==> src/rtl/mult_controller_pkg.sv <==
// Shared definitions for the multiply controller: state encoding and datapath widths.
package mult_controller_pkg;

    localparam int unsigned WORD_W = 32;
    localparam int unsigned PROD_W = 64;

    typedef enum logic [1:0] {
        ST_IDLE = 2'd0,
        ST_RUN  = 2'd1,
        ST_WB   = 2'd2
    } state_e;

endpackage

==> src/rtl/mult_controller_if.sv <==
// Bundles the execute-stage request, HI/LO access and multiplier datapath signals.
interface mult_controller_if;
    import mult_controller_pkg::*;

    logic              start;
    logic              is_signed;
    logic [WORD_W-1:0] op_a;
    logic [WORD_W-1:0] op_b;
    logic              hi_we;
    logic              lo_we;
    logic [WORD_W-1:0] wr_data;
    logic              hilo_rd;
    logic [WORD_W-1:0] mul_in1;
    logic [WORD_W-1:0] mul_in2;
    logic [PROD_W-1:0] mul_out;
    logic [WORD_W-1:0] hi;
    logic [WORD_W-1:0] lo;
    logic              busy;
    logic              done;
    logic              stall;

    // Controller side.
    modport slave (
        input  start, is_signed, op_a, op_b, hi_we, lo_we, wr_data, hilo_rd, mul_out,
        output mul_in1, mul_in2, hi, lo, busy, done, stall
    );

    // Pipeline / multiplier side.
    modport master (
        output start, is_signed, op_a, op_b, hi_we, lo_we, wr_data, hilo_rd, mul_out,
        input  mul_in1, mul_in2, hi, lo, busy, done, stall
    );

endinterface

==> src/rtl/mult_sign_fix.sv <==
// Combinational conditional two's-complement negate, width-parameterised.
module mult_sign_fix #(
    parameter int unsigned WIDTH = 32
) (
    input  logic [WIDTH-1:0] value,
    input  logic             negate,
    output logic [WIDTH-1:0] result
);

    // Negation wraps modulo 2^WIDTH, so the most negative value maps to itself.
    always_comb begin
        result = negate ? (~value + WIDTH'(1)) : value;
    end

endmodule

==> src/rtl/mult_controller.sv <==
// Sequences an external unsigned multiplier for MULT/MULTU and owns HI/LO.
module mult_controller
    import mult_controller_pkg::*;
#(
    parameter int unsigned MULT_LATENCY = 4,
    parameter int unsigned CNT_W        = 4
) (
    input  logic              clk,
    input  logic              reset,
    mult_controller_if.slave  bus
);

    localparam logic [CNT_W-1:0] LastCount = CNT_W'(MULT_LATENCY - 1);

    state_e            state_q, state_d;
    logic [CNT_W-1:0]  counter_q, counter_d;
    logic              neg_flag_q;
    logic [WORD_W-1:0] mul_in1_q, mul_in2_q;
    logic [WORD_W-1:0] hi_q, lo_q;
    logic              accept;
    logic              finish;
    logic [WORD_W-1:0] mag_a, mag_b;
    logic [PROD_W-1:0] product;

    mult_sign_fix #(.WIDTH(WORD_W)) u_fix_a (
        .value  (bus.op_a),
        .negate (bus.is_signed && bus.op_a[WORD_W-1]),
        .result (mag_a)
    );

    mult_sign_fix #(.WIDTH(WORD_W)) u_fix_b (
        .value  (bus.op_b),
        .negate (bus.is_signed && bus.op_b[WORD_W-1]),
        .result (mag_b)
    );

    mult_sign_fix #(.WIDTH(PROD_W)) u_fix_prod (
        .value  (bus.mul_out),
        .negate (neg_flag_q),
        .result (product)
    );

    // Next-state logic; start is only honoured in IDLE and WB.
    always_comb begin
        state_d   = state_q;
        counter_d = counter_q;
        accept    = 1'b0;
        finish    = 1'b0;
        case (state_q)
            ST_IDLE: begin
                if (bus.start) begin
                    accept    = 1'b1;
                    state_d   = ST_RUN;
                    counter_d = '0;
                end
            end
            ST_RUN: begin
                counter_d = counter_q + CNT_W'(1);
                if (counter_q == LastCount) begin
                    finish  = 1'b1;
                    state_d = ST_WB;
                end
            end
            ST_WB: begin
                if (bus.start) begin
                    accept    = 1'b1;
                    state_d   = ST_RUN;
                    counter_d = '0;
                end else begin
                    state_d = ST_IDLE;
                end
            end
            default: begin
                state_d = ST_IDLE;
            end
        endcase
    end

    // State and latency counter registers.
    always_ff @(posedge clk) begin
        if (reset) begin
            state_q   <= ST_IDLE;
            counter_q <= '0;
        end else begin
            state_q   <= state_d;
            counter_q <= counter_d;
        end
    end

    // Operand magnitudes and product sign, captured on accept and held through RUN.
    always_ff @(posedge clk) begin
        if (reset) begin
            mul_in1_q  <= '0;
            mul_in2_q  <= '0;
            neg_flag_q <= 1'b0;
        end else if (accept) begin
            mul_in1_q  <= mag_a;
            mul_in2_q  <= mag_b;
            neg_flag_q <= bus.is_signed && (bus.op_a[WORD_W-1] ^ bus.op_b[WORD_W-1]);
        end
    end

    // HI/LO: product at RUN->WB; MTHI/MTLO outside RUN (a write alongside start is
    // later overwritten by the product).
    always_ff @(posedge clk) begin
        if (reset) begin
            hi_q <= '0;
            lo_q <= '0;
        end else if (finish) begin
            hi_q <= product[PROD_W-1:WORD_W];
            lo_q <= product[WORD_W-1:0];
        end else if (state_q != ST_RUN) begin
            if (bus.hi_we) begin
                hi_q <= bus.wr_data;
            end
            if (bus.lo_we) begin
                lo_q <= bus.wr_data;
            end
        end
    end

    assign bus.mul_in1 = mul_in1_q;
    assign bus.mul_in2 = mul_in2_q;
    assign bus.hi      = hi_q;
    assign bus.lo      = lo_q;
    assign bus.busy    = (state_q == ST_RUN);
    assign bus.done    = (state_q == ST_WB);
    assign bus.stall   = bus.hilo_rd && bus.busy;

endmodule

==> src/flat_wrapper.sv <==
// flat-port wrapper written by rule: the top's interface ports become plain ports
module mult_controller_flat import mult_controller_pkg::*;
#(
    parameter int unsigned MULT_LATENCY = 4,
    parameter int unsigned CNT_W        = 4
)
  (clk, reset, bus_start, bus_is_signed, bus_op_a, bus_op_b, bus_hi_we, bus_lo_we, bus_wr_data, bus_hilo_rd, bus_mul_out, bus_mul_in1, bus_mul_in2, bus_hi, bus_lo, bus_busy, bus_done, bus_stall);
  mult_controller_if bus_i ();
  input  logic clk;
  input  logic reset;
  input wire logic [$bits(bus_i.start)-1:0] bus_start;
  input wire logic [$bits(bus_i.is_signed)-1:0] bus_is_signed;
  input wire logic [$bits(bus_i.op_a)-1:0] bus_op_a;
  input wire logic [$bits(bus_i.op_b)-1:0] bus_op_b;
  input wire logic [$bits(bus_i.hi_we)-1:0] bus_hi_we;
  input wire logic [$bits(bus_i.lo_we)-1:0] bus_lo_we;
  input wire logic [$bits(bus_i.wr_data)-1:0] bus_wr_data;
  input wire logic [$bits(bus_i.hilo_rd)-1:0] bus_hilo_rd;
  input wire logic [$bits(bus_i.mul_out)-1:0] bus_mul_out;
  output wire logic [$bits(bus_i.mul_in1)-1:0] bus_mul_in1;
  output wire logic [$bits(bus_i.mul_in2)-1:0] bus_mul_in2;
  output wire logic [$bits(bus_i.hi)-1:0] bus_hi;
  output wire logic [$bits(bus_i.lo)-1:0] bus_lo;
  output wire logic [$bits(bus_i.busy)-1:0] bus_busy;
  output wire logic [$bits(bus_i.done)-1:0] bus_done;
  output wire logic [$bits(bus_i.stall)-1:0] bus_stall;
  assign bus_i.start = bus_start;
  assign bus_i.is_signed = bus_is_signed;
  assign bus_i.op_a = bus_op_a;
  assign bus_i.op_b = bus_op_b;
  assign bus_i.hi_we = bus_hi_we;
  assign bus_i.lo_we = bus_lo_we;
  assign bus_i.wr_data = bus_wr_data;
  assign bus_i.hilo_rd = bus_hilo_rd;
  assign bus_i.mul_out = bus_mul_out;
  assign bus_mul_in1 = bus_i.mul_in1;
  assign bus_mul_in2 = bus_i.mul_in2;
  assign bus_hi = bus_i.hi;
  assign bus_lo = bus_i.lo;
  assign bus_busy = bus_i.busy;
  assign bus_done = bus_i.done;
  assign bus_stall = bus_i.stall;
  mult_controller #(.MULT_LATENCY(MULT_LATENCY), .CNT_W(CNT_W)) u_core (.clk(clk), .reset(reset), .bus(bus_i));
endmodule
==> config.mk <==
export PLATFORM = sky130hd
export DESIGN_NAME = mult_controller_flat
export DESIGN_NICKNAME = d
export VERILOG_FILES = /design/src/rtl/mult_controller_pkg.sv /design/src/rtl/mult_controller_if.sv /design/src/rtl/mult_sign_fix.sv /design/src/rtl/mult_controller.sv /design/src/flat_wrapper.sv
export SDC_FILE = /design/constraint.sdc
export NUM_CORES = 1
export LEC_CHECK = 0
export CORE_ASPECT_RATIO = 0.7
export CORE_UTILIZATION = 49
export DETAILED_ROUTE_END_ITERATION = 10
export PLACE_DENSITY = 0.9
export SLEW_MARGIN = 40
export SYNTH_ARGS = -nofsm -noshare
export SYNTH_HDL_FRONTEND = slang
export SYNTH_SLANG_ARGS = --single-unit
==> constraint.sdc <==
create_clock -name clk -period 4.7 [get_ports clk]
set_clock_uncertainty 0.05 [all_clocks]
set_input_delay 0.94 -clock clk [delete_from_list [all_inputs] [get_ports clk]]
set_output_delay 0.94 -clock clk [all_outputs]
set_load 0.02 [all_outputs]
# --- Yosys cells after proc, flatten, opt, wreduce, memory -nomap -nowiden ---
# Index checks and enable logic that the tools add are counted.
# W data, S select, Z words.
op_classes:
  bitwise: 4
  n_reduce_logical: 14
  n_addsub: 4
  eq_ne: 7
  mux: 19
ops:
  columns: ["operator", "count"]
  rows:
  - ["$mux W32", 8]
  - ["$add A32 B1 Y32 const B", 2]
  - ["$add A64 B1 Y64 const B", 1]
  - ["$mux W64", 1]
  - ["$not A32 Y32", 2]
  - ["$not A64 Y64", 1]
  - ["$pmux W4 S2", 1]
  - ["$reduce_and A2 Y1", 4]
  - ["$reduce_bool A2 Y1", 4]
  - ["$pmux W2 S3", 1]
  - ["$mux W1", 5]
  - ["$add A4 B1 Y4 const B", 1]
  - ["$eq A4 B2 Y1 const B", 1]
  - ["$logic_and A1 B1 Y1", 4]
  - ["$mux W2", 2]
  - ["$mux W4", 1]
  - ["$ne A2 B1 Y1 const B", 2]
  - ["$ne A2 B2 Y1 const B", 2]
  - ["$eq A2 B1 Y1 const B", 1]
  - ["$eq A2 B2 Y1 const B", 1]
  - ["$logic_not A2 Y1", 1]
  - ["$reduce_or A2 Y1", 1]
  - ["$xor A1 B1 Y1", 1]
totals:
  reg_bits: 135
  inputBits: 167
  out_inout_bits: 131

# --- Depth between registers and ports, before layout ---
# Gate-level depths: netlist of run 1.
logic_depth:
  word_depth: 5
  depth_mapped: 9
  mapped_depth_nobuf: 8

# --- Cells and area by module ---
# Synthesis of run 1 repeated with hierarchy kept, for this count alone.
unflattened:
  hier_cells: 1163
  hier_area_um2: 9497.9
by_module_without_submodules:
  columns: ["mod", "seq_area_each_um2", "n_inst", "area_per_inst_um2", "cells_per_inst"]
  rows:
  - ["mult_controller", 2702.6, 1, 6294.8, 759]
  - ["mult_sign_fix at u_core.u_fix_prod", 0.0, 1, 1649.1, 206]
  - ["mult_sign_fix at u_core.u_fix_a ...", 0.0, 2, 777.0, 99]

# --- Least setup slack after synthesis of run 1 ---
# OpenSTA, ideal clock, no wires.
synth_path:
  kind: "input -> register"
  start: "input bus_mul_out[1]"
  end: "register u_core.lo_q[22], in the netlist u_core.bus.lo[22]"
  required_ps: 4559
  arrival_ps: 3037
  slack_ps: 1522
  n_path_buf: 1
  setup_ps: 91
  stages: 9
  path_cell_list: "inv_1 ha_1 or3b_2 clkbuf_1 or4_1 o41ai_2 xnor2_1 nor2_1 a311oi_1"
synth_between:
  elab_chain_cells: 4
synth_lines:
  columns: ["element", "line_no", "source"]
  rows:
  - ["start, declared", "flat_wrapper.sv:19", "input wire logic [$bits(bus_i.mul_out)-1:0] bus_mul_out;"]
  - ["$not A64 Y64", "mult_sign_fix.sv:12", "result = negate ? (~value + WIDTH'(1)) : value;"]
  - ["$add A64 B1 Y64", "mult_sign_fix.sv:12", null]
  - ["$mux W64", "mult_sign_fix.sv:12", null]
  - ["$mux W32", "mult_controller.sv:109", "end else if (finish) begin"]
  - ["end signal, assigned", "mult_controller.sv:111", "lo_q <= product[WORD_W-1:0];"]
  - ["end signal, assigned", "mult_controller.sv:117", "lo_q <= bus.wr_data;"]
  - ["end, declared", "mult_controller.sv:19", "logic [WORD_W-1:0] hi_q, lo_q;"]
# Every way passes these cells.
# A chain may end at the register's enable or synchronous reset.

# --- Final worst setup path of run 1 ---
layout_path:
  start: "input bus_mul_out[0]"
  end: "register u_core.hi_q[28], in the netlist u_core.bus.hi[28]"
layout_between:
  elab_chain_cells: 4
layout_lines:
  columns: ["element", "line_no", "source"]
  rows:
  - ["$not A64 Y64", "mult_sign_fix.sv:12", null]
  - ["$add A64 B1 Y64", "mult_sign_fix.sv:12", null]
  - ["$mux W64", "mult_sign_fix.sv:12", null]
  - ["$mux W32", "mult_controller.sv:109", null]
  - ["end signal, assigned", "mult_controller.sv:110", "hi_q <= product[PROD_W-1:WORD_W];"]
  - ["end signal, assigned", "mult_controller.sv:114", "hi_q <= bus.wr_data;"]
  - ["end, declared", "mult_controller.sv:19", null]
# Every way passes these cells.

==> key figures, run 1 <==
Drt
  – Starting DRT DRC Count: about 1,000
  – Drc violations: 0
  – WL/cell: 20.7 um
  – Via-to-Cell Ratio: between 6 and 7
  – Final wirelength: roughly 30,000 um
  – DR pass1 iterations: 6
  – Antenna-violating nets left: 0
  – Via count of the routed design: just over 9,000

STA
  – Rel. slew slack: 0.405
  – Slew @ Worst Pin: roughly 0.89 ns
  – Fmax: 270 MHz
  – Fin crit period: ~3.7 ns
  – Unrepaired setup endpoints after global routing: no
  – Final Hold Vio Count: 0
  – Tcrit/Tclk final: 0.788
  – Final Worst Setup Slack: about 1.0 ns
  – Final-report setup violation count: 0
  – Fin. max-slew vios: 0
  – Post-route setup TNS: 0 ns

Yosys
  – Yosys top cell by area: dfxtp_1
  – Cell variety after synth: between 50 and 60
  – Ys flop type: dfxtp_1
  – Synth Warn #: 0
  – Cell Area, Synth: ~0.0080 mm^2
  – Post-synth net total: between 1,000 and 1,500
  – Ys async rst share: 0
  – Post-Syn Area per Cell: between 8 and 9 um^2
  – Sequential share of the synthesized area: 0.339
  – Top cells by area, synth: dfxtp_1, xor2_1, a211oi_1, nor2_1, xnor2_1
  – Post-synth EDFFs: 0
  – Yosys top cell area share: 0.339
  – Yosys reg bits: between 100 and 150
  – Gate Count Post-Synth: about 990

CTS
  – Hold_buf cts: 0
  – CTS H-Tree Depth: 4
  – CTS max path bufs: 2
  – CTS tree: yes
  – CTS sink count: roughly 140
  – Clk_lat worst skew: roughly 0.42 ns
  – CTS root buf: clkbuf_16
  – Setup Fix Bufs, Post-CTS: 0
  – Resize count post-CTS: 0
  – Number of buffers created by CTS: 17
  – Worst-path clk slew: 0.06 ns

Worst setup path
  – Worst Path Arrival: between 3 and 4 ns
  – CP Max Fanout: 8
  – Critical path launch point type: primary input
  – Reg2reg setup slack: around 1.9 ns
  – Crit path required time: roughly 5 ns
  – CP Class: in2reg
  – Setup crit end kind: flip-flop

Cells and area
  – Post-layout net count: between 1,000 and 1,500
  – Area growth, synth to finish: 46.0%
  – Commonest non-fill, non-tap cell in the layout: clkdlybuf4s50_1
  – Layout cells sized above 1: 0.0615
  – Most frequent cells in the layout: clkdlybuf4s50_1, dfxtp_1, nor2_1
  – N_diodes: 0

Die
  – Initial Utilization: 0.508
  – Core Box Area: approximately 0.016 mm^2
  – Die Y: about 110 um
  – Number of I/O pins: ~300
  – Die W: 154 um
  – DIE AREA: approximately 0.017 mm^2
  – Row count: 38

Global routing
  – Vias in the first global route: just over 8,000
  – Initial antenna violation count: 1
  – First-pass GRT wire length: around 46,000 um
  – Total Routing Usage GR: 0.351
  – Largest net degree at the start of global routing: 91
  – GR Overflow Total: 0

Power
  – P per Cell Area: approximately 310 mW/mm^2
  – VDD IR max: between 0.2 and 0.25 mV
  – Leakage: about 3.9 nW

Outcome
  – Status: finished clean

Placement
  – HPWL Detailed: roughly 22,000 um
  – DP Worst Slack: slightly below 0.7 ns
  – Port Buffers: approximately 300
  – RD Place Congestion: about 0.94

Job
  – Max cap viols: 0

Min path
  – HP Class: reg2reg
## final timing paths
check                          from                endpoint  depth (start not counted)
min reg2reg  u_core.bus.mul_in2[11]  u_core.bus.mul_in2[11]                          2
max reg2reg     u_core.counter_q[0]        u_core.bus.hi[3]                          7
max                  bus_mul_out[0]       u_core.bus.hi[28]                          9
min          u_core.bus.mul_in2[11]  u_core.bus.mul_in2[11]                          2
## synth_stat cells (all sizes together) (2+ instances only)
library cell,instances
xnor2,39
or4,26
o31ai,28
o211ai,2
a211oi,65
nand2b,7
a311oi,26
ha,4
nand3,9
dfxtp,135
a221oi,9
or2,7
nand4,9
a21o,2
or3,27
o21a,3
a2111oi,4
buf,11
a31oi,7
inv,12
or3b,2
clkbuf,71
xor2,66
mux2i,11
nor4,22
nor2b,2
nand2,86
nor3b,2
a21oi,37
o22ai,15
o21ai,45
and2,6
nor3,28
o311ai,3
nor2,123
o31a,2
nand3b,2
o41ai,28
## sequential cells by signal, summed over array words and instances (netlist names)
name                count
u_core.state_q          2
u_core.neg_flag_q       1
u_core.counter_q        4
u_core.bus.mul_in2     32
u_core.bus.mul_in1     32
u_core.bus.lo          32
u_core.bus.hi          32
## report_power, final
part / leakage (nW) / total, mW / switching (mW) / internal (mW)
combinational: 2.54 / 0.893 / 0.472 / 0.421
sequential: 1.12 / 1.29 / 0.0550 / 1.24
clock: 0.288 / 1.39 / 0.529 / 0.861
## kinds of logic after synthesis
| group | after synthesis | synth area share |
|---|---|---|
| buffers and inverters | 94 | 0.0455 |
| flip-flops | 135 | 0.339 |
| AO/OA/AOI/OAI | 281 | 0.256 |
| XOR/XNOR | 105 | 0.115 |
| AND/OR/NAND/NOR | 361 | 0.224 |
| adder cells (fa/ha/maj) | 4 | 0.00628 |
| multiplexers | 11 | 0.0138 |
## cell type report
class	instances	area, um^2
Multi-Input combinational cell	762	4920
Fill cell	1212	4060
Timing Repair Buffer	312	3110
Sequential cell	135	2700
Clock buffer	20	457
Tap cell	200	250
Clock inverter	11	149
Inverter	12	45.0
## stage by stage
| step | instances | total power [mW] | area, um^2 | utilization | hold slack, ns |
|---|---|---|---|---|---|
| after floorplan | 991 | 1.73 | 7970 | - | 0.442 |
| after global placement | 1420 | 2.17 | 11000 | 0.701 | 0.391 |
| after detailed placement | 1420 | 2.19 | 11000 | 0.701 | 0.402 |
| after CTS | 1451 | 3.57 | 11600 | 0.740 | 0.411 |
| after global routing | 1452 | 3.70 | 11600 | 0.742 | 0.424 |
| final | 1452 | 3.57 | 11600 | 0.742 | 0.414 |
## routing by layer
| metal | vias to the layer above | global-route usage | wire length, um |
|---|---|---|---|
| met4 | 0 | 0.107 | 575 |
| met2 | 583 | 0.509 | 12500 |
| met1 | 4246 | 0.505 | 13500 |
| met3 | 44 | 0.0930 | 3450 |
| li1 | 4196 | - | - |
| met5 | - | 0 | 0 |
## critical path, stage by stage
cell and delay, ns:
clkdlybuf4s50_1 0.47, inv_1 0.10, ha_1 0.17, or3b_2 0.56
nor4_2 0.53, nand4_1 0.39, o41ai_1 0.41, xor2_1 0.26
a211oi_1 0.10
Note: power is estimated with default switching activity, not from simulation.
==> inputs of run 2 (changes only) <==
CORE_UTILIZATION = 45   (was 49)
PLACE_DENSITY = 0.84   (was 0.9)
clock period = 3.9 ns   (was 4.7 ns; I/O delays follow)
==> run 2 against run 1 <==
Effect of this change:
- sequential power up 21%
- die area is 8.7% higher
- critical path depth unchanged
- final cell count increased by 2.5%
- combinational power up 21%
- flip-flop and latch count unchanged
- critical endpoint is now u_core.bus.hi[22]
- largest cell class unchanged
- largest power group unchanged
==> key figures, run 2 (synthesis results as in run 1) <==
Worst setup path
  – Worst Path Arrival: 3.65 ns (-0.27 ns)
  – CP Class: in2reg
  – Setup crit end kind: flip-flop
  – Reg2reg setup slack: 1.22 ns (-0.65 ns)
  – Critical path launch point type: primary input
  – Crit path required time: 4.13 ns (-0.79 ns)
  – CP Max Fanout: 8 (unchanged)
  – Worst r2r path cells: 7 (unchanged)
  – FF-to-FF End: u_core.bus.hi[19]
  – RR Startpoint: u_core.counter_q[0]

Min path
  – Worst Hold Path EP: u_core.bus.mul_in2[11]
  – HP Class: reg2reg
  – Hold Path Stages: 2 (unchanged)
  – Hold_sp: u_core.bus.mul_in2[11]

Die
  – Number of I/O pins: 298 (unchanged)
  – DIE AREA: 0.0183 mm^2 (+8.7%)
  – Die Y: 113 um (+4.3%)
  – Initial Utilization: 0.463 (-0.0450)
  – Row count: 40 (+5.3%)
  – Die W: 161 um (+4.3%)
  – Core Box Area: 0.0172 mm^2 (+9.7%)

Drt
  – Via-to-Cell Ratio: 5.95 (-4.7%)
  – DR pass1 iterations: 6 (unchanged)
  – Starting DRT DRC Count: 913 (-7.2%)
  – Drc violations: 0 (unchanged)
  – Via count of the routed design: 8,856 (-2.3%)
  – WL/cell: 20.0 um (-3.2%)
  – Antenna-violating nets left: 0 (unchanged)
  – Final wirelength: 29,800 um (-0.81%)

CTS
  – CTS sink count: 135 (unchanged)
  – Setup Fix Bufs, Post-CTS: 0 (unchanged)
  – Hold_buf cts: 0 (unchanged)
  – CTS max path bufs: 2 (unchanged)
  – CTS root buf: clkbuf_16
  – Clk_lat worst skew: 0.42 ns (about the same)
  – Worst-path clk slew: 0.06 ns (about the same)
  – CTS H-Tree Depth: 4 (unchanged)
  – CTS tree: yes
  – Number of buffers created by CTS: 17 (unchanged)
  – Resize count post-CTS: 0 (unchanged)

STA
  – Fin crit period: approximately 3.4 ns
  – Slew @ Worst Pin: 0.699 ns (-0.193 ns)
  – Final Hold Vio Count: 0 (unchanged)
  – Fmax: 292 MHz
  – Rel. slew slack: 0.533 (+0.128)
  – Fin. max-slew vios: 0 (unchanged)
  – Unrepaired setup endpoints after global routing: no
  – Post-route setup TNS: 0 ns (unchanged)
  – Final-report setup violation count: 0 (unchanged)
  – Tcrit/Tclk final: 0.879
  – Final Worst Setup Slack: 0.472 ns (-0.526 ns)

Cells and area
  – Post-layout net count: 1,415 (+0.28%)
  – Layout cells sized above 1: 0.0636 (+0.00214)
  – Most frequent cells in the layout: clkdlybuf4s50_1, dfxtp_1, nor2_1
  – Area growth, synth to finish: 47.0%
  – Commonest non-fill, non-tap cell in the layout: clkdlybuf4s50_1
  – Post-Route Utilization: 0.681 (-0.0610)
  – Post-route cell area: 0.0117 mm^2 (+0.71%)
  – N_diodes: 0 (unchanged)
  – Filler-free cell count of the finished design: 1,488 (+2.5%)

Power
  – P per Cell Area: 373 mW/mm^2 (+21%)
  – VDD IR max: 0.265 mV (+13%)
  – Leakage: 3.97 nW (+0.64%)

Placement
  – Placed cell area: 0.0111 mm^2 (+0.76%)
  – DP Worst Slack: 0.161 ns (-0.522 ns)
  – HPWL Detailed: 22,300 um (+0.13%)
  – DP Cell Count: 1,456 (+2.5%)
  – RD Place Congestion: 0.940 (-0.13%)
  – Port Buffers: 297 (unchanged)

Global routing
  – Vias in the first global route: 8,104 (-1.1%)
  – Initial antenna violation count: 1 (unchanged)
  – GR Overflow Total: 0 (unchanged)
  – First-pass GRT wire length: 45,000 um (-1.2%)
  – Largest net degree at the start of global routing: 81 (-11%)
  – Total Routing Usage GR: 0.320 (-0.0307)

Outcome
  – Status: finished clean

Job
  – Max cap viols: 0 (unchanged)
==> run 2: final cells by class <==
| type | count | area [um^2] |
|---|---|---|
| multi-input combinational | 762 | 4920 |
| sequential | 135 | 2700 |
| inverter | 12 | 45.0 |
| tap | 231 | 289 |
| timing repair buffer | 316 | 3130 |
| fill | 1411 | 5500 |
| clock buffer | 18 | 429 |
| clock inverter | 14 | 200 |
==> run 2: worst max-delay path by stage <==
stage,from,endpoint,slack [ns],cells past startpoint
after detailed placement,bus_mul_out[0],u_core.bus.hi[22],0.16,9
final,bus_mul_out[0],u_core.bus.hi[22],0.47,9
after CTS,bus_mul_out[0],u_core.bus.hi[22],0.59,9
after floorplan,bus_mul_out[1],u_core.bus.lo[22],0.88,9
after global placement,bus_mul_out[0],u_core.bus.hi[22],0.23,9
after global routing,bus_mul_out[6],u_core.bus.hi[15],0.35,7
==> run 2: metal layers <==
metal / up-vias / wire length [um] / track usage
li1: 4201 / - / -
met1: 4090 / 13800 / 0.467
met2: 512 / 11800 / 0.434
met3: 51 / 3500 / 0.109
met4: 2 / 668 / 0.102
met5: - / 13 / 0
==> run 2: critical path, cell delays in order <==
cell,delay (ns)
clkdlybuf4s50_1,0.47
inv_1,0.09
ha_1,0.15
or3b_2,0.57
nor4_1,0.45
nand4_1,0.37
o31ai_1,0.35
xor2_1,0.30
a211oi_1,0.12
==> run 2: power breakdown <==
part	switching, mW	internal (mW)
Sequential	0.0659	1.49
Combinational	0.570	0.512
Clock	0.655	1.07
Total	1.29	3.08
==> run 2: metrics by stage <==
step,hold slack (ns),total power [mW]
4_1_cts,0.419,4.38
5_1_grt,0.432,4.53
2_1_floorplan,0.442,2.08
6_report,0.412,4.37
3_5_place_dp,0.408,2.64
3_3_place_gp,0.390,2.63
